<file path="src/rtl/compteur_decompteur_source.sv">
// Up/down counter feeding the overflow detector: updates a signed 12-bit value, then strobes Count.
// Optional feature macro COMPTEUR_BCD_EN adds a Bcd output produced by a CONVERT state before the strobe.
`timescale 1ns/1ps

module compteur_decompteur_source #(
    parameter int unsigned WRAP       = 0,
    parameter int unsigned STROBE_LEN = 2,
    parameter int unsigned STEP       = 1
) (
    input  logic        Clock,
    input  logic        Reset,
    input  logic        Inc,
    input  logic        Dec,
    input  logic        Load,
    input  logic [11:0] LoadValue,
    output logic [11:0] Compteurs,
    output logic        Count,
    output logic        Busy
`ifdef COMPTEUR_BCD_EN
    ,
    output logic [11:0] Bcd
`endif
);

    localparam int unsigned CW = $clog2(STROBE_LEN + 1);
    localparam logic signed [12:0] STEP13 = 13'(STEP);

`ifdef COMPTEUR_BCD_EN
    typedef enum logic [1:0] {IDLE, UPDATE, CONVERT, STROBE} state_t;
`else
    typedef enum logic [1:0] {IDLE, UPDATE, STROBE} state_t;
`endif

    state_t          state;
    logic [CW-1:0]   cnt;
    logic [2:0]      inc_sync;
    logic [2:0]      dec_sync;
    logic            inc_p;
    logic            dec_p;
    logic signed [12:0] cur13;
    logic signed [12:0] sum13;
    logic signed [12:0] res13;
    logic [11:0]     next12;

    // Two flops of synchronisation, third flop for rising-edge detection
    assign inc_p = inc_sync[1] & ~inc_sync[2];
    assign dec_p = dec_sync[1] & ~dec_sync[2];

    // Next value: 13-bit signed intermediate, then fold (WRAP) or clamp
    always_comb begin
        cur13 = signed'({Compteurs[11], Compteurs});
        sum13 = inc_p ? (cur13 + STEP13) : (cur13 - STEP13);
        res13 = sum13;
        if (WRAP != 0) begin
            if (sum13 > 13'sd999)
                res13 = sum13 - 13'sd1000;
            else if (sum13 < 13'sd0)
                res13 = sum13 + 13'sd1000;
        end else begin
            if (sum13 > 13'sd2047)
                res13 = 13'sd2047;
            else if (sum13 < -13'sd2048)
                res13 = -13'sd2048;
        end
        next12 = 12'(res13);
    end

`ifdef COMPTEUR_BCD_EN
    logic [23:0] acc;
    logic [23:0] acc_nxt;
    logic [11:0] adj;
    logic [3:0]  bitcnt;
    logic        oor;

    function automatic logic [11:0] add3(input logic [11:0] b);
        logic [11:0] r;
        r = b;
        for (int d = 0; d < 3; d++) begin
            if (r[d*4 +: 4] >= 4'd5)
                r[d*4 +: 4] = r[d*4 +: 4] + 4'd3;
        end
        return r;
    endfunction

    // One shift-add-3 step on the {bcd, binary} register
    always_comb begin
        adj     = add3(acc[23:12]);
        acc_nxt = 24'({adj, acc[11:0]} << 1);
    end
`endif

    always_ff @(posedge Clock or posedge Reset) begin
        if (Reset) begin
            state     <= IDLE;
            Compteurs <= '0;
            Count     <= 1'b0;
            Busy      <= 1'b0;
            cnt       <= '0;
            inc_sync  <= '0;
            dec_sync  <= '0;
`ifdef COMPTEUR_BCD_EN
            acc       <= '0;
            bitcnt    <= '0;
            oor       <= 1'b0;
            Bcd       <= 12'h000;
`endif
        end else begin
            inc_sync <= {inc_sync[1:0], Inc};
            dec_sync <= {dec_sync[1:0], Dec};
            case (state)
                IDLE: begin
                    if (Load) begin
                        Compteurs <= LoadValue;
                        Busy      <= 1'b1;
                        state     <= UPDATE;
                    end else if (inc_p ^ dec_p) begin
                        Compteurs <= next12;
                        Busy      <= 1'b1;
                        state     <= UPDATE;
                    end
                end
                UPDATE: begin
`ifdef COMPTEUR_BCD_EN
                    acc    <= {12'h000, Compteurs};
                    oor    <= Compteurs[11] | (Compteurs > 12'd999);
                    bitcnt <= '0;
                    state  <= CONVERT;
`else
                    cnt    <= '0;
                    state  <= STROBE;
`endif
                end
`ifdef COMPTEUR_BCD_EN
                CONVERT: begin
                    acc    <= acc_nxt;
                    bitcnt <= bitcnt + 4'd1;
                    if (bitcnt == 4'd11) begin
                        Bcd   <= oor ? 12'hFFF : acc_nxt[23:12];
                        cnt   <= '0;
                        state <= STROBE;
                    end
                end
`endif
                // First STROBE cycle raises Count; it stays high STROBE_LEN cycles
                STROBE: begin
                    if (cnt == CW'(STROBE_LEN)) begin
                        Count <= 1'b0;
                        Busy  <= 1'b0;
                        state <= IDLE;
                    end else begin
                        Count <= 1'b1;
                        cnt   <= cnt + CW'(1);
                    end
                end
                default: begin
                    Count <= 1'b0;
                    Busy  <= 1'b0;
                    state <= IDLE;
                end
            endcase
        end
    end

endmodule

</file>
<file path="config.mk">
export PLATFORM = sky130hd
export DESIGN_NAME = compteur_decompteur_source
export DESIGN_NICKNAME = d
export VERILOG_FILES = /design/src/rtl/compteur_decompteur_source.sv
export SDC_FILE = /design/constraint.sdc
export NUM_CORES = 1
export LEC_CHECK = 0
export ABC_CLOCK_PERIOD_IN_PS = 7800
export BUFFER_PORTS_ARGS = -buffer_cell sky130_fd_sc_hd__buf_2
export CAP_MARGIN = 25
export CORE_MARGIN = 2
export CORE_UTILIZATION = 55
export DETAILED_ROUTE_END_ITERATION = 10
export PLACE_DENSITY_LB_ADDON = 0.2
export REMOVE_ABC_BUFFERS = 1
export SLEW_MARGIN = 25
export SYNTH_ARGS = -nofsm -noshare
export SYNTH_HDL_FRONTEND = slang
export SYNTH_SLANG_ARGS = --single-unit
export TNS_END_PERCENT = 5
</file>
<file path="constraint.sdc">
create_clock -name Clock -period 7.8 [get_ports Clock]
set_input_delay 1.56 -clock Clock [delete_from_list [all_inputs] [get_ports Clock]]
set_output_delay 1.56 -clock Clock [all_outputs]
set_load 0.01 [all_outputs]
</file>
==> results.sh, run 1 <==
export IMPL_synth_xor_area_frac=0.0545
export IMPL_gp_congestion=0.921
export IMPL_status="finished, final reports clean"
export IMPL_finalClockSkew_ns=0.00490
export IMPL_antenna_found_initial=0
export IMPL_r2r_end="Compteurs[3]$_DFFE_PP0P_"
export IMPL_dieArea_mm2=0.00337
export IMPL_hold_end="dec_sync[1]$_DFF_PP0_"
export IMPL_wl_per_cell_um=14.4
export IMPL_synth_edf_count=0
export IMPL_port_buffers=30
export IMPL_cts_htree_levels=1
export IMPL_place_hpwl_um=2520
export IMPL_core_mm2=0.00276
export IMPL_synth_simple_area_share=0.177
export IMPL_p_leak_nw=0.828
export IMPL_clock_fmax_mhz=292
export IMPL_cp_max_fo=14
export IMPL_syn_area_per_cell_um2=9.29
export IMPL_synth_seq_cells=24
export IMPL_slew_headroom=0.587
export IMPL_grt_max_degree=26
export IMPL_crit_buf_inv=0
export IMPL_cts_resized=0
export IMPL_synth_top_area_cell="dfrtp_1"
export IMPL_synth_distinct_cells=40
export IMPL_antenna_cells=0
export IMPL_drc=0
export IMPL_hp_class="flip-flop to flip-flop"
export IMPL_min_period_ns=3.42
export IMPL_drive_gt1_frac=0.224
export IMPL_synth_compound_area_frac=0.231
export IMPL_seqPwrFrac=0.268
export IMPL_slew_viol_final=0
export IMPL_synth_fa_ha_area_frac=0.121
export IMPL_place_area_mm2=0.00179
export IMPL_clk_latency_ns=0.33
export IMPL_worstPathArrival_ns=3.64
export IMPL_maxCapViolCount=0
export IMPL_crit_chain="nand2b_1, fa_1, a211oi_1, o31ai_2, a31oi_1, nor2_1, o31ai_1, o41ai_2, a21oi_4, a21oi_1"
export IMPL_num_nets_final=238
export IMPL_start_kind="flip-flop"
export IMPL_rsz0062_at_grt="no"
export IMPL_grt_pass1_wl_um=5930
export IMPL_synth_top_area_frac=0.374
export IMPL_ys_flop_type="dfrtp_1"
export IMPL_viasPerCell=5.85
export IMPL_tns_ns=0
export IMPL_grt_usage=0.224
export IMPL_power_density_mw_per_mm2=429
export IMPL_cpPeakStageDelay_ns=0.56
export IMPL_yosys_warnings=0
export IMPL_routed_wl_um=3410
export IMPL_syn_inst=173
export IMPL_stdcell_area_mm2=0.00185
export IMPL_async_flop_share=1.00
export IMPL_floorplan_die_width_um=58.1
export IMPL_fin_crit_sh=0.438
export IMPL_clkTransAtPathRegs_ns=0.14
export IMPL_hold_path_depth=0
export IMPL_die_h_um=58.1
export IMPL_p_sw_frac=0.470
export IMPL_switchingPower_w=0.000374
export IMPL_final_cell_mix="buf_2 (30), dfrtp_1 (24), o21ai_0 (18)"
export IMPL_core_rowCount=19
export IMPL_crit_path_top_delay_cell="fa_1"
export IMPL_path_class="flip-flop to flip-flop"
export IMPL_p_int_w=0.000421
export IMPL_syn_to_final_growth_pct=15.3
export IMPL_tightest_slew_ns=0.619
export IMPL_fin_ws_ns=4.38
export IMPL_rrSetupSlack_ns=4.38
export IMPL_postCtsSetupBuffers=0
export IMPL_hold_violations=0
export IMPL_netlist_area_mm2=0.00161
export IMPL_hold_start="dec_sync[0]$_DFF_PP0_"
export IMPL_pre_cts_ws_ns=4.45
export IMPL_required_ns=8.02
export IMPL_reg2reg_depth=10
export IMPL_critPathTopFamily="compound AO/OA/AOI/OAI gates"
export IMPL_peakVddDrop_v=0.000263
export IMPL_combinationalPowerShare=0.613
export IMPL_numCtsBuffers=3
export IMPL_hold_buffers=0
export IMPL_final_setup_viol_count=0
export IMPL_cts_root_buf="clkbuf_4"
export IMPL_vias=1380
export IMPL_endpoint_kind="flip-flop"
export IMPL_power_w=0.000795
export IMPL_drt_pass1_iterations=4
export IMPL_drtIter0Drc=44
export IMPL_cts_tree="done"
export IMPL_power_share_clock=0.118
export IMPL_clk_path_buf_depth=2
export IMPL_synth_top_family_by_area="compound AO/OA/AOI/OAI gates"
export IMPL_yosysSeqAreaShare=0.374
export IMPL_initial_core_util=0.583
export IMPL_reg2reg_from="inc_sync[2]$_DFF_PP0_"
export IMPL_grt_pass1_vias=1356
export IMPL_ys_top_cells_by_area="dfrtp_1 (37%), ha_1 (11%), o21ai_0 (5.6%)"
export IMPL_overflow=0
export IMPL_cts_sinks=24
export IMPL_muxShareOfSynthArea=0.00623
export IMPL_io_pins=31
export IMPL_ant_nets=0
export IMPL_final_common_cell="buf_2"
power by group through the flow:
stage	clock network (W)	logic, W	registers (W)
finish	0.0000942	0.000488	0.000213
global route	0.0000979	0.000550	0.000221
CTS	0.0000953	0.000486	0.000213
detailed placement	0	0.000483	0.000215
global placement	0	0.000469	0.000213
floorplan	0	0.000351	0.000224
registers in the layout, summed over array words and instances (netlist names):
signal     flops
Busy           1
cnt            2
state          2
Compteurs     12
inc_sync       3
Count          1
dec_sync       3
cell usage after synthesis, types with 2 or more instances:
master,instances
dfrtp_1,24
a31oi_2,2
a21o_1,2
clkbuf_1,2
nor3_1,5
o31ai_1,2
o21ai_0,18
nand2_1,13
nor2_1,12
nand2b_1,3
a21oi_1,15
xor2_1,6
nand3_1,5
a22o_1,2
ha_1,14
a31oi_1,3
inv_1,9
nand3b_1,10
a211oi_1,2
xnor2_1,4
worst max path at each step:
stage	start	end	slack [ns]	depth (start not counted)
floorplan	Load	Compteurs[1]$_DFFE_PP0P_	4.20	5
global placement	inc_sync[2]$_DFF_PP0_	Compteurs[10]$_DFFE_PP0P_	4.56	10
detailed placement	inc_sync[2]$_DFF_PP0_	Compteurs[4]$_DFFE_PP0P_	4.45	10
CTS	inc_sync[2]$_DFF_PP0_	Compteurs[1]$_DFFE_PP0P_	4.44	10
global route	inc_sync[2]$_DFF_PP0_	Compteurs[10]$_DFFE_PP0P_	4.19	10
finish	inc_sync[2]$_DFF_PP0_	Compteurs[3]$_DFFE_PP0P_	4.38	10
routing by layer:
metal / up-vias / global-route usage / share of wire
met5: - / 0 / 0
met4: 0 / 0.0664 / 0.012
met3: 5 / 0.0268 / 0.036
met2: 31 / 0.378 / 0.49
met1: 658 / 0.303 / 0.46
li1: 686 / - / -
logic make-up after synthesis:
| kind of cell | count (synthesis) |
|---|---|
| AOI/OAI and AO/OA | 55 |
| xor gates and xnor gates | 10 |
| adders and majority gates | 15 |
| buffers and inverters | 13 |
| DFF | 24 |
| muxes | 1 |
| and+or+nand+nor | 55 |
area by class of cell:
type / count / area (µm²)
Sequential cell: 24 / 601
Clock inverter: 1 / 30.0
Fill cell: 222 / 905
Timing Repair Buffer: 32 / 173
Clock buffer: 3 / 22.5
Tap cell: 31 / 38.8
Inverter: 9 / 33.8
Multi-Input combinational cell: 136 / 955
stage by stage:
stage | cells | util | hold slack [ns]
finish | 236 | 0.672 | 0.367
CTS | 235 | 0.667 | 0.370
detailed placement | 231 | 0.647 | 0.337
floorplan | 169 | - | 0.331
global route | 236 | 0.672 | 0.378
global placement | 231 | 0.647 | 0.333
Power figures use the tool's default switching activity.
==> run 2: changes to the inputs <==
- ABC_CLOCK_PERIOD_IN_PS: 7800 -> 3000
- CORE_UTILIZATION: 55 -> 49
- clock period: 7.8 -> 3 ns (I/O delays scaled with it)
==> results.sh, run 2 (synthesis gave the netlist of run 1 again) <==
export IMPL_reg_top3="Compteurs x12, dec_sync x3, inc_sync x3"
export IMPL_p_int_w=0.00122
export IMPL_path_class="flip-flop to flip-flop"
export IMPL_die_h_um=61.3
export IMPL_critPathTopFamily="compound AO/OA/AOI/OAI gates"
export IMPL_clk_latency_ns=0.34
export IMPL_reg2reg_from="inc_sync[2]$_DFF_PP0_"
export IMPL_drt_pass1_iterations=4
export IMPL_antenna_cells=0
export IMPL_final_common_cell="buf_2"
export IMPL_top_register="Compteurs"
export IMPL_cts_root_buf="clkbuf_4"
export IMPL_viasPerCell=5.76
export IMPL_p_leak_nw=0.881
export IMPL_crit_path_top_delay_cell="a2111o_1"
export IMPL_tightest_slew_ns=0.519
export IMPL_hp_class="input pin to async pin"
export IMPL_drive_gt1_frac=0.289
export IMPL_io_pins=31
export IMPL_largest_reg_flops=12
export IMPL_wl_per_cell_um=15.5
export IMPL_grt_max_degree=26
export IMPL_drc=0
export IMPL_cp_max_fo=10
export IMPL_initial_core_util=0.522
export IMPL_drtIter0Drc=39
export IMPL_worstPathArrival_ns=3.18
export IMPL_slew_headroom=0.654
export IMPL_slew_viol_final=0
export IMPL_min_period_ns=2.91
export IMPL_clkTransAtPathRegs_ns=0.15
export IMPL_final_cell_mix="buf_2 (30), dfrtp_1 (24), o21ai_0 (16)"
export IMPL_overflow=0
export IMPL_fin_crit_sh=0.970
export IMPL_reg2reg_depth=12
export IMPL_required_ns=3.28
export IMPL_pre_cts_ws_ns=-0.0378
export IMPL_vias=1469
export IMPL_seqPwrFrac=0.234
export IMPL_num_nets_final=244
export IMPL_clk_path_buf_depth=2
export IMPL_clock_fmax_mhz=344
export IMPL_cts_htree_levels=1
export IMPL_switchingPower_w=0.00114
export IMPL_antenna_found_initial=0
export IMPL_maxCapViolCount=0
export IMPL_hold_ws_ns=0.264
export IMPL_hold_violations=0
export IMPL_cpPeakStageDelay_ns=0.44
export IMPL_grt_pass1_vias=1388
export IMPL_cts_sinks=24
export IMPL_p_sw_frac=0.482
export IMPL_final_setup_viol_count=0
export IMPL_syn_to_final_growth_pct=25.1
export IMPL_numCtsBuffers=3
export IMPL_gp_congestion=0.928
export IMPL_finalClockSkew_ns=0.0112
export IMPL_core_rowCount=20
export IMPL_crit_buf_inv=2
export IMPL_r2r_end="Compteurs[7]$_DFFE_PP0P_"
export IMPL_start_kind="flip-flop"
export IMPL_dieArea_mm2=0.00376
export IMPL_place_hpwl_um=2580
export IMPL_grt_pass1_wl_um=6040
export IMPL_fin_ws_ns=0.0906
export IMPL_floorplan_die_width_um=61.3
export IMPL_cts_tree="done"
export IMPL_power_share_clock=0.105
export IMPL_grt_usage=0.219
export IMPL_ant_nets=0
export IMPL_rrSetupSlack_ns=0.09
export IMPL_routed_wl_um=3960
export IMPL_status="finished, final reports clean"
export IMPL_peakVddDrop_v=0.000551
export IMPL_core_mm2=0.00308
export IMPL_crit_chain="nand2b_4, buf_6, ha_1, o21ai_1, o21bai_1, a2111o_1, a31oi_4, xor2_2, o41ai_4, buf_4, a21oi_4, a21oi_2"
export IMPL_crit_start="inc_sync[2]$_DFF_PP0_"
export IMPL_port_buffers=30
export IMPL_combinationalPowerShare=0.661
export IMPL_endpoint_kind="flip-flop"
export IMPL_power_density_mw_per_mm2=1180
run 2: changes by cell type in the layout (fill, tap and decap cells not counted), sizes merged:
| cell | delta |
|---|---|
| buf | +5 |
| a21oi | +1 |
run 2: worst max-delay path by stage:
stage | endpoint | slack (ns) | cells past startpoint
floorplan | Compteurs[1]$_DFFE_PP0P_ | 0.02 | 7
global placement | Compteurs[10]$_DFFE_PP0P_ | 0.08 | 11
detailed placement | Compteurs[7]$_DFFE_PP0P_ | -0.04 | 11
CTS | Compteurs[7]$_DFFE_PP0P_ | 0.001 | 11
global route | Compteurs[1]$_DFFE_PP0P_ | -0.07 | 12
finish | Compteurs[7]$_DFFE_PP0P_ | 0.09 | 12
run 2: through the flow:
step / cells / setup TNS [ns] / cell area (µm²) / power, W / utilization
finish: 255 / 0 / 2010 / 0.00236 / 0.653
global route: 255 / -0.423 / 2010 / 0.00255 / 0.653
CTS: 251 / 0 / 1920 / 0.00219 / 0.624
detailed placement: 246 / -0.157 / 1820 / 0.00183 / 0.590
global placement: 246 / 0 / 1820 / 0.00179 / 0.590
floorplan: 169 / 0 / 1580 / 0.00150 / -
run 2: area by class of cell:
cell class,instances,area (µm²)
Fill cell,244,1070
Multi-Input combinational cell,137,1050
Sequential cell,24,601
Timing Repair Buffer,37,214
Tap cell,44,55.1
Inverter,9,33.8
Clock inverter,1,30.0
Clock buffer,3,22.5
run 2: worst register-to-register path, stage by stage (launching register included):
cell and delay, ns:
dfrtp_1 0.39, nand2b_4 0.17, buf_6 0.16, ha_1 0.31
o21ai_1 0.13, o21bai_1 0.14, a2111o_1 0.44, a31oi_4 0.21
xor2_2 0.12, o41ai_4 0.35, buf_4 0.20, a21oi_4 0.09
a21oi_2 0.16
run 2: what timing repair did:
| item | in CTS | in global routing |
|---|---|---|
| hold endpoints to repair | 0 | 0 |
| gates resized for setup | 5 | 12 |
| pin swaps | 2 | 6 |
| buffers inserted | 1 | 2 |
| cloned | 0 | 1 |
| hold buffers | 0 | 0 |
| setup endpoints to repair | 9 | 11 |
run 2: power by group through the flow:
stage	clock network, W	registers (W)	logic (W)
6_report	0.000248	0.000553	0.00156
5_1_grt	0.000256	0.000576	0.00172
4_1_cts	0.000247	0.000551	0.00139
3_5_place_dp	0	0.000555	0.00128
3_3_place_gp	0	0.000548	0.00124
2_1_floorplan	0	0.000582	0.000913
run 2: metal layers:
| layer | wire length [µm] | global-route usage | up-vias |
|---|---|---|---|
| met2 | 1990 | 0.391 | 55 |
| met4 | 108 | 0.0745 | 0 |
| met3 | 207 | 0.0252 | 14 |
| li1 | - | - | 703 |
| met5 | 0 | 0 | - |
| met1 | 1660 | 0.274 | 697 |
==> run 3: changes to the inputs <==
- CORE_MARGIN: 2 -> 3
==> results.sh, run 3 (synthesis gave the netlist of run 1 again) <==
export IMPL_die_h_um=63.3
export IMPL_path_class="flip-flop to flip-flop"
export IMPL_cts_tree="done"
export IMPL_ant_nets=0
export IMPL_cpPeakStageDelay_ns=0.50
export IMPL_cp_max_fo=10
export IMPL_numCtsBuffers=3
export IMPL_cts_htree_levels=1
export IMPL_dieArea_mm2=0.00400
export IMPL_reg2reg_from="inc_sync[2]$_DFF_PP0_"
export IMPL_slew_headroom=0.405
export IMPL_place_area_mm2=0.00182
export IMPL_final_common_cell="buf_2"
export IMPL_antenna_found_initial=0
export IMPL_io_pins=31
export IMPL_clk_path_buf_depth=2
export IMPL_grt_pass1_wl_um=6560
export IMPL_p_leak_nw=0.877
export IMPL_core_mm2=0.00310
export IMPL_grt_max_degree=26
export IMPL_fin_crit_sh=0.981
export IMPL_start_kind="flip-flop"
export IMPL_reg2reg_depth=11
export IMPL_tightest_slew_ns=0.887
export IMPL_power_density_mw_per_mm2=1180
export IMPL_clkTransAtPathRegs_ns=0.15
export IMPL_maxCapViolCount=0
export IMPL_drt_pass1_iterations=4
export IMPL_status="finished, final reports clean"
export IMPL_overflow=0
export IMPL_initial_core_util=0.518
export IMPL_viasPerCell=5.64
export IMPL_antenna_cells=0
export IMPL_wl_per_cell_um=15.9
export IMPL_worstPathArrival_ns=3.21
export IMPL_r2r_end="Compteurs[6]$_DFFE_PP0P_"
export IMPL_drtIter0Drc=67
export IMPL_syn_to_final_growth_pct=25.7
export IMPL_vias=1443
export IMPL_pre_cts_ws_ns=-0.0743
export IMPL_final_setup_viol_count=0
export IMPL_rrSetupSlack_ns=0.06
export IMPL_floorplan_die_width_um=63.3
export IMPL_finalClockSkew_ns=0.00273
export IMPL_top_register="Compteurs"
export IMPL_stdcell_area_mm2=0.00202
export IMPL_drive_gt1_frac=0.302
export IMPL_fin_cells=256
export IMPL_hp_class="input pin to async pin"
export IMPL_grt_pass1_vias=1420
export IMPL_fillers=284
export IMPL_gp_congestion=0.893
export IMPL_dp_cells=247
export IMPL_hold_buffers=0
export IMPL_num_nets_final=245
export IMPL_peakVddDrop_v=0.000526
export IMPL_fin_ws_ns=0.0568
export IMPL_min_period_ns=2.94
export IMPL_slew_viol_final=0
export IMPL_drc=0
export IMPL_endpoint_kind="flip-flop"
export IMPL_clock_fmax_mhz=340
export IMPL_routed_wl_um=4070
export IMPL_reg_top3="Compteurs x12, dec_sync x3, inc_sync x3"
export IMPL_hold_violations=0
export IMPL_required_ns=3.27
export IMPL_crit_chain="nand2b_4, buf_6, ha_4, nor2_1, o31ai_2, a31oi_2, xnor2_1, nand3_1, o41ai_4, a21oi_2, a21oi_1"
export IMPL_largest_reg_flops=12
export IMPL_final_cell_mix="buf_2 (30), dfrtp_1 (24), o21ai_0 (16)"
export IMPL_core_rowCount=20
export IMPL_crit_path_top_delay_cell="o41ai_4"
export IMPL_place_hpwl_um=2620
export IMPL_cts_sinks=24
export IMPL_grt_usage=0.203
export IMPL_cts_root_buf="clkbuf_4"
export IMPL_fin_util=0.651
export IMPL_clk_latency_ns=0.33
export IMPL_port_buffers=30
run 3: cell types whose count changed in the layout (fill, tap and decap cells not counted), moves of 2 or more:
| cell | previous run | this run |
|---|---|---|
| ha_1 | 13 | 11 |
| ha_4 | 1 | 3 |
| buf_4 | 5 | 7 |
| a21oi_1 | 12 | 14 |
run 3: power by group:
group / total [W] / switching (W) / internal [W]
Sequential: 0.000557 / 0.000115 / 0.000442
Clock: 0.000247 / 0.000112 / 0.000135
Combinational: 0.00159 / 0.000901 / 0.000686
run 3: critical path, delay by kind of cell, from the launching register on:
family          cells  cell delay [ns]
compound gates      5             1.35
simple gates        3             0.42
flops               1             0.40
fa+ha+maj           1             0.29
buf+inv             1             0.17
xor+xnor            1             0.24
run 3: metrics by stage:
stage               hold slack, ns  power (W)  setup TNS, ns
floorplan                    0.331    0.00150              0
global placement             0.332    0.00181              0
detailed placement           0.335    0.00185         -0.602
CTS                          0.366    0.00222              0
global route                 0.338    0.00259         -0.955
finish                       0.314    0.00239              0
run 3: worst max-delay path by stage:
stage | startpoint | end | slack, ns | cells past startpoint
after detailed placement | inc_sync[2]$_DFF_PP0_ | Compteurs[1]$_DFFE_PP0P_ | -0.07 | 10
after global routing | inc_sync[2]$_DFF_PP0_ | Compteurs[4]$_DFFE_PP0P_ | -0.10 | 11
after global placement | inc_sync[2]$_DFF_PP0_ | Compteurs[1]$_DFFE_PP0P_ | 0.07 | 11
after floorplan | inc_sync[2]$_DFF_PP0_ | Compteurs[1]$_DFFE_PP0P_ | 0.02 | 7
after CTS | inc_sync[2]$_DFF_PP0_ | Compteurs[1]$_DFFE_PP0P_ | 0.0004 | 10
final | inc_sync[2]$_DFF_PP0_ | Compteurs[6]$_DFFE_PP0P_ | 0.06 | 11
run 3: repair_timing:
| action | CTS | global route |
|---|---|---|
| resized for setup | 5 | 12 |
| gates cloned | 0 | 1 |
| setup endpoints to repair | 9 | 11 |
| pin swaps | 2 | 10 |
| buffers inserted | 2 | 2 |
run 3: final cells by class:
class	instances	area [µm²]	area share
clock buffer	3	22.5	0.0111
tap	44	55.1	0.0272
clock inverter	1	30.0	0.0149
timing repair buffer	38	214	0.106
sequential	24	601	0.297
multi-input combinational	137	1060	0.527
inverter	9	33.8	0.0167
run 3: routing by layer:
metal	vias to the layer above	global-route usage	wire length, µm
met1	684	0.267	1760
met5	-	0	0
met3	13	0.0285	179
met4	0	0.0782	92
met2	43	0.336	2030
li1	703	-	-
